**src/rtl/systolic_bus_bridge.sv**
```systemverilog
// systolic_bus_bridge: CPU-side valid/ready load/store front end for the
// systolic wrapper. Requests queue in a small in-order FIFO and are replayed
// as single-cycle ren/wen strobes on the 16-bit ibus; read data is captured
// a fixed latency after ren and returned over a valid/ready response channel.
module systolic_bus_bridge #(
  parameter int FIFO_DEPTH = 4,
  parameter int RD_LAT     = 1
) (
  input  logic        clk,
  input  logic        rst,
  input  logic        cpu_req_valid,
  output logic        cpu_req_ready,
  input  logic        cpu_req_we,
  input  logic [15:0] cpu_req_adr,
  input  logic [31:0] cpu_req_wdata,
  output logic        cpu_rsp_valid,
  input  logic        cpu_rsp_ready,
  output logic [31:0] cpu_rsp_data,
  output logic        ren,
  output logic [15:0] ibus_radr,
  input  logic [31:0] ibus32_rdata,
  output logic        wen,
  output logic [15:0] ibus_wadr,
  output logic [31:0] ibus32_wdata
);

  localparam int PW = $clog2(FIFO_DEPTH);
  localparam int CW = PW + 1;
  localparam int LW = (RD_LAT < 2) ? 1 : $clog2(RD_LAT + 1);

  localparam logic [1:0] IDLE     = 2'd0;
  localparam logic [1:0] RD_WAIT  = 2'd1;
  localparam logic [1:0] RSP_HOLD = 2'd2;

  logic [15:0]   fifo_adr   [FIFO_DEPTH];
  logic [15:0]   fifo_wdata [FIFO_DEPTH];
  logic          fifo_we    [FIFO_DEPTH];
  logic [PW-1:0] wr_ptr;
  logic [PW-1:0] rd_ptr;
  logic [CW-1:0] count;
  logic [1:0]    state;
  logic [LW-1:0] lat_cnt;

  logic          push;
  logic          issue;
  logic          fifo_empty;
  logic          head_we;
  logic [15:0]   head_adr;
  logic [15:0]   head_wdata;

  // Upper halves of the 32-bit buses carry nothing on the 16-bit ibus.
  logic unused_upper;
  assign unused_upper = ^{cpu_req_wdata[31:16], ibus32_rdata[31:16]};

  assign cpu_req_ready = (count != CW'(FIFO_DEPTH));
  assign push          = cpu_req_valid & cpu_req_ready;
  assign fifo_empty    = (count == '0);
  // A command may leave the FIFO from IDLE, or in the very cycle the
  // pending read response is taken, so the next strobe follows the handshake
  // without a dead cycle.
  assign issue = !fifo_empty &&
                 ((state == IDLE) || ((state == RSP_HOLD) && cpu_rsp_ready));

  assign head_we    = fifo_we[rd_ptr];
  assign head_adr   = fifo_adr[rd_ptr];
  assign head_wdata = fifo_wdata[rd_ptr];

  // FIFO storage: payload only, so it needs no reset.
  always_ff @(posedge clk) begin
    if (push) begin
      fifo_we[wr_ptr]    <= cpu_req_we;
      fifo_adr[wr_ptr]   <= cpu_req_adr;
      fifo_wdata[wr_ptr] <= cpu_req_wdata[15:0];
    end
  end

  // FIFO pointers and occupancy; pointers wrap naturally at the power-of-two depth.
  always_ff @(posedge clk) begin
    if (rst) begin
      wr_ptr <= '0;
      rd_ptr <= '0;
      count  <= '0;
    end else begin
      if (push)  wr_ptr <= wr_ptr + 1'b1;
      if (issue) rd_ptr <= rd_ptr + 1'b1;
      case ({push, issue})
        2'b10:   count <= count + 1'b1;
        2'b01:   count <= count - 1'b1;
        default: count <= count;
      endcase
    end
  end

  // Command sequencer: one-cycle strobes, single outstanding read, response hold.
  always_ff @(posedge clk) begin
    if (rst) begin
      state         <= IDLE;
      lat_cnt       <= '0;
      ren           <= 1'b0;
      wen           <= 1'b0;
      ibus_radr     <= '0;
      ibus_wadr     <= '0;
      ibus32_wdata  <= '0;
      cpu_rsp_valid <= 1'b0;
      cpu_rsp_data  <= '0;
    end else begin
      ren <= 1'b0;
      wen <= 1'b0;
      case (state)
        IDLE: begin
        end
        RD_WAIT: begin
          if (lat_cnt == '0) begin
            cpu_rsp_data  <= {16'h0000, ibus32_rdata[15:0]};
            cpu_rsp_valid <= 1'b1;
            state         <= RSP_HOLD;
          end else begin
            lat_cnt <= lat_cnt - 1'b1;
          end
        end
        RSP_HOLD: begin
          if (cpu_rsp_ready) begin
            cpu_rsp_valid <= 1'b0;
            state         <= IDLE;
          end
        end
        default: state <= IDLE;
      endcase
      if (issue) begin
        if (head_we) begin
          wen          <= 1'b1;
          ibus_wadr    <= head_adr;
          ibus32_wdata <= {16'h0000, head_wdata};
        end else begin
          ren       <= 1'b1;
          ibus_radr <= head_adr;
          lat_cnt   <= LW'(RD_LAT);
          state     <= RD_WAIT;
        end
      end
    end
  end

endmodule

```
**config.mk**
```make
export PLATFORM = sky130hd
export DESIGN_NAME = systolic_bus_bridge
export DESIGN_NICKNAME = d
export VERILOG_FILES = /design/src/rtl/systolic_bus_bridge.sv
export SDC_FILE = /design/constraint.sdc
export NUM_CORES = 1
export LEC_CHECK = 0
export ABC_AREA = 1
export CORE_MARGIN = 5
export CORE_UTILIZATION = 46
export DETAILED_ROUTE_END_ITERATION = 8
export GPL_TIMING_DRIVEN = 1
export PLACE_DENSITY = 0.77
export SLEW_MARGIN = 10
export SYNTH_ARGS = -nofsm -noshare
export SYNTH_HDL_FRONTEND = slang
export SYNTH_SLANG_ARGS = --single-unit
export TNS_END_PERCENT = 30
```
**constraint.sdc**
```tcl
create_clock -name clk -period 2.62 [get_ports clk]
set_input_delay 0.524 -clock clk [delete_from_list [all_inputs] [get_ports clk]]
set_output_delay 0.524 -clock clk [all_outputs]
set_load 0.02 [all_outputs]
```
* After elaboration in Yosys (flattened, before gate mapping)
Memories as Yosys holds them, arrays and structs flattened. A register that Yosys moved wholly into a read port is not among the register bits.
Index checks and enable logic that the tools add are counted.
** Word-level totals
- Logic and storage cells :: 64
- RAM bits :: 132
- Bits in registers :: 61
- Memories :: 3
- Output and inout bits :: 100
- Input bits :: 85
** Memories
- fifo_adr :: words 4, width 16, rd ports 1, clocked after memory_dff 1, write ports 1, RTL line 35 : logic [15:0] fifo_adr [FIFO_DEPTH];
- fifo_wdata :: words 4, width 16, rd ports 1, clocked after memory_dff 1, write ports 1, RTL line 36 : logic [15:0] fifo_wdata [FIFO_DEPTH];
- fifo_we :: words 4, width 1, rd ports 1, clocked after memory_dff 1, write ports 1, RTL line 37 : logic fifo_we [FIFO_DEPTH];
** Operators by class
- Multiplexer cells :: 21
- Reductions and logical operators :: 13
- Add/sub/neg operators :: 5
- Bitwise gates (word level) :: 4
- Equal/unequal tests :: 7
** Operators by type and width (count)
- 2-bit 2-to-1 mux :: 8
- 1-bit 2-to-1 mux :: 10
- 2-bit one-hot mux with 3 select lines :: 1
- 3-bit one-hot mux with 2 select lines :: 1
- 2-bit AND reduction :: 3
- 2-bit by 1-bit adder with 2-bit output (second input constant) :: 2
- 2-bit by 1-bit equality test with 1-bit output (second input constant) :: 2
- 2-bit equality test (second input constant) :: 2
- 2-bit inequality test (second input constant) :: 2
- 2-bit nonzero test :: 2
- 3-bit by 1-bit adder with 3-bit output (second input constant) :: 1
- 3-bit zero test :: 1
- 3-bit inequality test (second input constant) :: 1
- 1-bit inverter :: 3
- 3-bit AND reduction :: 1
- 3-bit by 1-bit subtractor with 3-bit output (second input constant) :: 1
- 1-bit logical AND :: 2
- 2-bit zero test :: 1
- 1-bit one-hot mux with 2 select lines :: 1
- 2-bit OR reduction :: 1
- 1-bit AND :: 1
- 1-bit zero test :: 1
- 1-bit logical OR :: 1
- 1-bit subtractor (second input constant) :: 1

* Depth between registers and ports, before layout
- Word-level depth :: 6
- Mapped depth :: 13
- Depth with buffers taken out :: 12

* Worst setup path after synthesis
OpenSTA, ideal clock, no wires.
- Path type :: reg-to-reg
- From :: reg count[1]
- To :: mem fifo_adr[0][0] (enable)
- Buffers on the path :: 0
- Data arrival time :: 2.232 ns
- Library setup time :: 0.423 ns
- Stages on the path, launching flop included :: 5
- Period minus slack after synthesis :: 2.655 ns
- Data required time :: 2.197 ns
- Slack :: -0.035 ns
- Path through :: dfxtp_1 -> inv_2 -> nand3_1 -> nand2_1 -> nor2_1
** Between the ends
- Longest elaborated chain between the ends :: 4
** Ends and longest elaborated chain
- start: declaration :: RTL line 40 : logic [CW-1:0] count;
- start signal: assignment :: RTL line 87 : 2'b10: count <= count + 1'b1;
- start signal: assignment :: RTL line 88 : 2'b01: count <= count - 1'b1;
- start signal: assignment :: RTL line 89 : default: count <= count;
- 3-bit inequality test :: RTL line 55 : assign cpu_req_ready = (count != CW'(FIFO_DEPTH));
- named net cpu_req_ready :: RTL line 12 : output logic cpu_req_ready,
- 1-bit AND :: RTL line 56 : assign push = cpu_req_valid & cpu_req_ready;
- 1-bit 2-to-1 mux :: RTL line 70 : if (push) begin
- 1-bit 2-to-1 mux (not written as such) :: RTL line 72 : fifo_adr[wr_ptr] <= cpu_req_adr;
- end: declaration :: RTL line 35
The timed path passes the listed nets, and every way through them passes these cells.

* Worst setup path after layout
- From :: reg count[0]
- To :: out cpu_req_ready
** Between the ends
- Longest elaborated chain between the ends :: 1
** Ends and longest elaborated chain (RTL line)
- 3-bit inequality test :: 55
- end: declaration :: 12
No other way between the ends.

==> summary.txt <==
Clock tree
  – Post-CTS Resized: 0
  – CTS clk-pin slew, worst paths: 0.06 ns
  – Worst-skew pair later-pin latency: 0.51 ns
  – # clock sinks: 211
  – Max clock buf depth: 3
  – Hold Buf Count CTS: 0
  – H-tree Lvls: 1
  – CTS root buf: clkbuf_16
  – CTS tree: built
  – Setup Fix Bufs, Post-CTS: 0
  – Num CTS Buffers: 22

Synthesis
  – Synth area leader: edfxtp_1
  – Most numerous cell in the Yosys netlist: nor2_1
  – Syn Area/Cell: 10.25 um2
  – Synth Area in Compound Gates: 7.346%
  – Post-synth top cells: nor2_1, nand2_1, edfxtp_1, o21ai_0, dfxtp_1
  – Ys Warns: 0
  – Ys async rst share: 0%
  – Largest family of logic cells by synthesized area: simple AND/OR/NAND/NOR gates
  – Multiplexer area fraction after synthesis: 0%
  – Share of the synthesized area in the top cell type: 47.40%
  – Synth Area in XOR/XNOR: 0%
  – Sequential element share of the synthesized area: 66.31%
  – EDFF count, synth: 132
  – Post-Synth Adder-Cell Area: 0.9874%
  – Simple-gate share of the synthesized area: 17.52%
  – Synthesized area: 8363 um2
  – Synth Flop Type: edfxtp_1
  – Synth unique cells: 28
  – Yosys reg bits: 211
  – Main area contributors after synthesis: edfxtp_1, dfxtp_1, nor2_1, nand2_1, o21ai_0
  – Cells after synthesis: 816

Route
  – Drt first-iter violations: 302
  – Vias per cell: 4.838
  – ANT nets after route: 0
  – First drt pass iteration count: 5
  – Vias: 5714
  – Routed wire per std cell: 14.78 um
  – Remaining DRCs: 0
  – Wirelength, routed: 17.45 mm

Run
  – MaxCap Viol Count: 0

Place
  – RePlAce Congestion: 0.7457
  – Port Buffer Count: 120
  – Placed cell area: 9712 um2
  – DP HPWL: 11.11 mm

STA
  – Clk_skew: 0.03486 ns
  – Final setup fails: 0
  – Tmin final: 2.242 ns
  – Relative slew slack: 46.99%
  – RSZ-0062 raised after global routing: no
  – F_max: 0.4461 GHz
  – Max-slew violations: 0
  – Fin. Hold Viols: 0
  – Slew @ Worst Pin: 0.7943 ns
  – Final Cycle Share: 85.56%

Critical path
  – Slowest-stage cell, CP: clkdlybuf4s50_1
  – Max stage delay on crit path: 0.64 ns
  – Cells along the critical path: inv_2 > nand3_1 > clkdlybuf4s50_1
  – Crit-path max FO: 3
  – Worst path required time: 2.10 ns
  – CP endpoint kind: primary output
  – Setup crit start kind: register
  – Critical Setup Path Class: register to primary output
  – WP buf/inv: 2
  – Top Family by Delay on Critical Path: buffers and inverters
  – Crit path DAT: 1.72 ns

Power
  – Pleak: 3.997 nW
  – IR drop worst, VDD: 0.6623 mV
  – Pwr per Cell Area: 1177 nW/um2

Die
  – Core area: 17900 um2
  – Chip width: 144.8 um
  – Die footprint: 20980 um2
  – Die Height: 144.8 um
  – Row count: 49
  – I/O pins: 185
  – Starting density of the core: 46.72%

Global route
  – GR Layer Usage met2: 28.91%
  – Met3 Track Usage GR: 3.155%
  – Initial antenna violation count: 0
  – GRT Overall Usage: 16.38%
  – Global routing's busiest layer: met2
  – Number of global-route vias before repair: 5580
  – Gr ovfl total: 0
  – Pin count of the biggest net entering global routing: 54
  – GR Layer Usage met1: 20.64%
  – Global-route wire length before repair: 27.52 mm

Cells and area
  – Nets@finish: 1027
  – Final Core Density: 58.36%
  – Area Overhead vs Synth: 24.92%
  – Number of antenna diodes: 0
  – Layout cells sized above 1: 7.773%
  – Final Cell Area: 10450 um2

Outcome
  – Outcome: completed

Min path
  – Hold Path Class: register to register
[power breakdown]
group | leakage (nW) | switching, W | internal [W]
combinational | 1.78 | 0.00291 | 0.00169
clock | 0.363 | 0.00124 | 0.00190
sequential | 1.86 | 0.000320 | 0.00423
[cells by family (layout without fill, tap and decap cells)]
logic type / Yosys count / after routing
simple gates: 356 / 356
fa+ha+maj: 6 / 6
compound gates: 121 / 121
buf+inv: 121 / 226
flops: 211 / 211
other cells: 1 / 32
[worst paths after layout]
kind                           to  slack (ns)  depth (start not counted)            start
setup / recovery    cpu_req_ready        0.38                          3         count[0]
hold / removal    cpu_rsp_data[9]        0.46                          2  cpu_rsp_data[9]
setup reg to reg         count[2]        0.73                         11         count[0]
hold reg to reg   cpu_rsp_data[9]        0.46                          2  cpu_rsp_data[9]
[cell usage in the layout, fill, tap and decap left out, drive strengths merged]
master           n
ha               5
dfxtp           79
o31ai            2
o21ai           92
a21oi           27
conb            32
edfxtp         132
fa               1
inv             47
buf             17
nor2           155
clkdlybuf4s50  120
bufinv           3
clkbuf          29
nand2          143
clkinv          10
nand3           58
[metal layers]
layer	share of wire (%)	routed length, um
met3	8.4	1471
met2	49	8595
met4	1.6	282
met5	0	0
met1	41	7102
[worst register-to-register path, delay by kind of cell (launching register included)]
family	cells	cell delay, ns
fa+ha+maj	2	0.56
simple gates	5	0.51
flops	1	0.32
compound gates	2	0.28
buf+inv	2	0.15
[metrics by stage]
step / std cells / TNS, ns / hold WS (ns) / worst slack [ns] / power [W]
6_report: 1181 / 0 / 0.4595 / 0.3784 / 0.01229
3_5_place_dp: 1141 / 0 / 0.4532 / 0.2052 / 0.009284
5_1_grt: 1181 / 0 / 0.4819 / 0.2925 / 0.01317
3_3_place_gp: 1141 / 0 / 0.4481 / 0.2910 / 0.009165
4_1_cts: 1181 / 0 / 0.4628 / 0.3447 / 0.01246
2_1_floorplan: 847 / -4.672 / 0.4423 / -0.03539 / 0.007706
[registers in the layout, summed over array words and instances, names as in the netlist, 3 cells and up, named ones only]
name / count
cpu_rsp_data: 16
fifo_adr: 64
count: 3
ibus_wadr: 16
fifo_we: 4
ibus_radr: 16
ibus32_wdata: 16
fifo_wdata: 64
[cell type report]
cell class,instances,area [um2]
clock buffer,29,596.8
multi-input combinational,515,2312
clock inverter,11,138.9
inverter,49,188.9
fill,1472,7455
sequential,211,5545
tap,229,286.5
timing repair buffer,137,1379
Power figures use the tool's default switching activity.
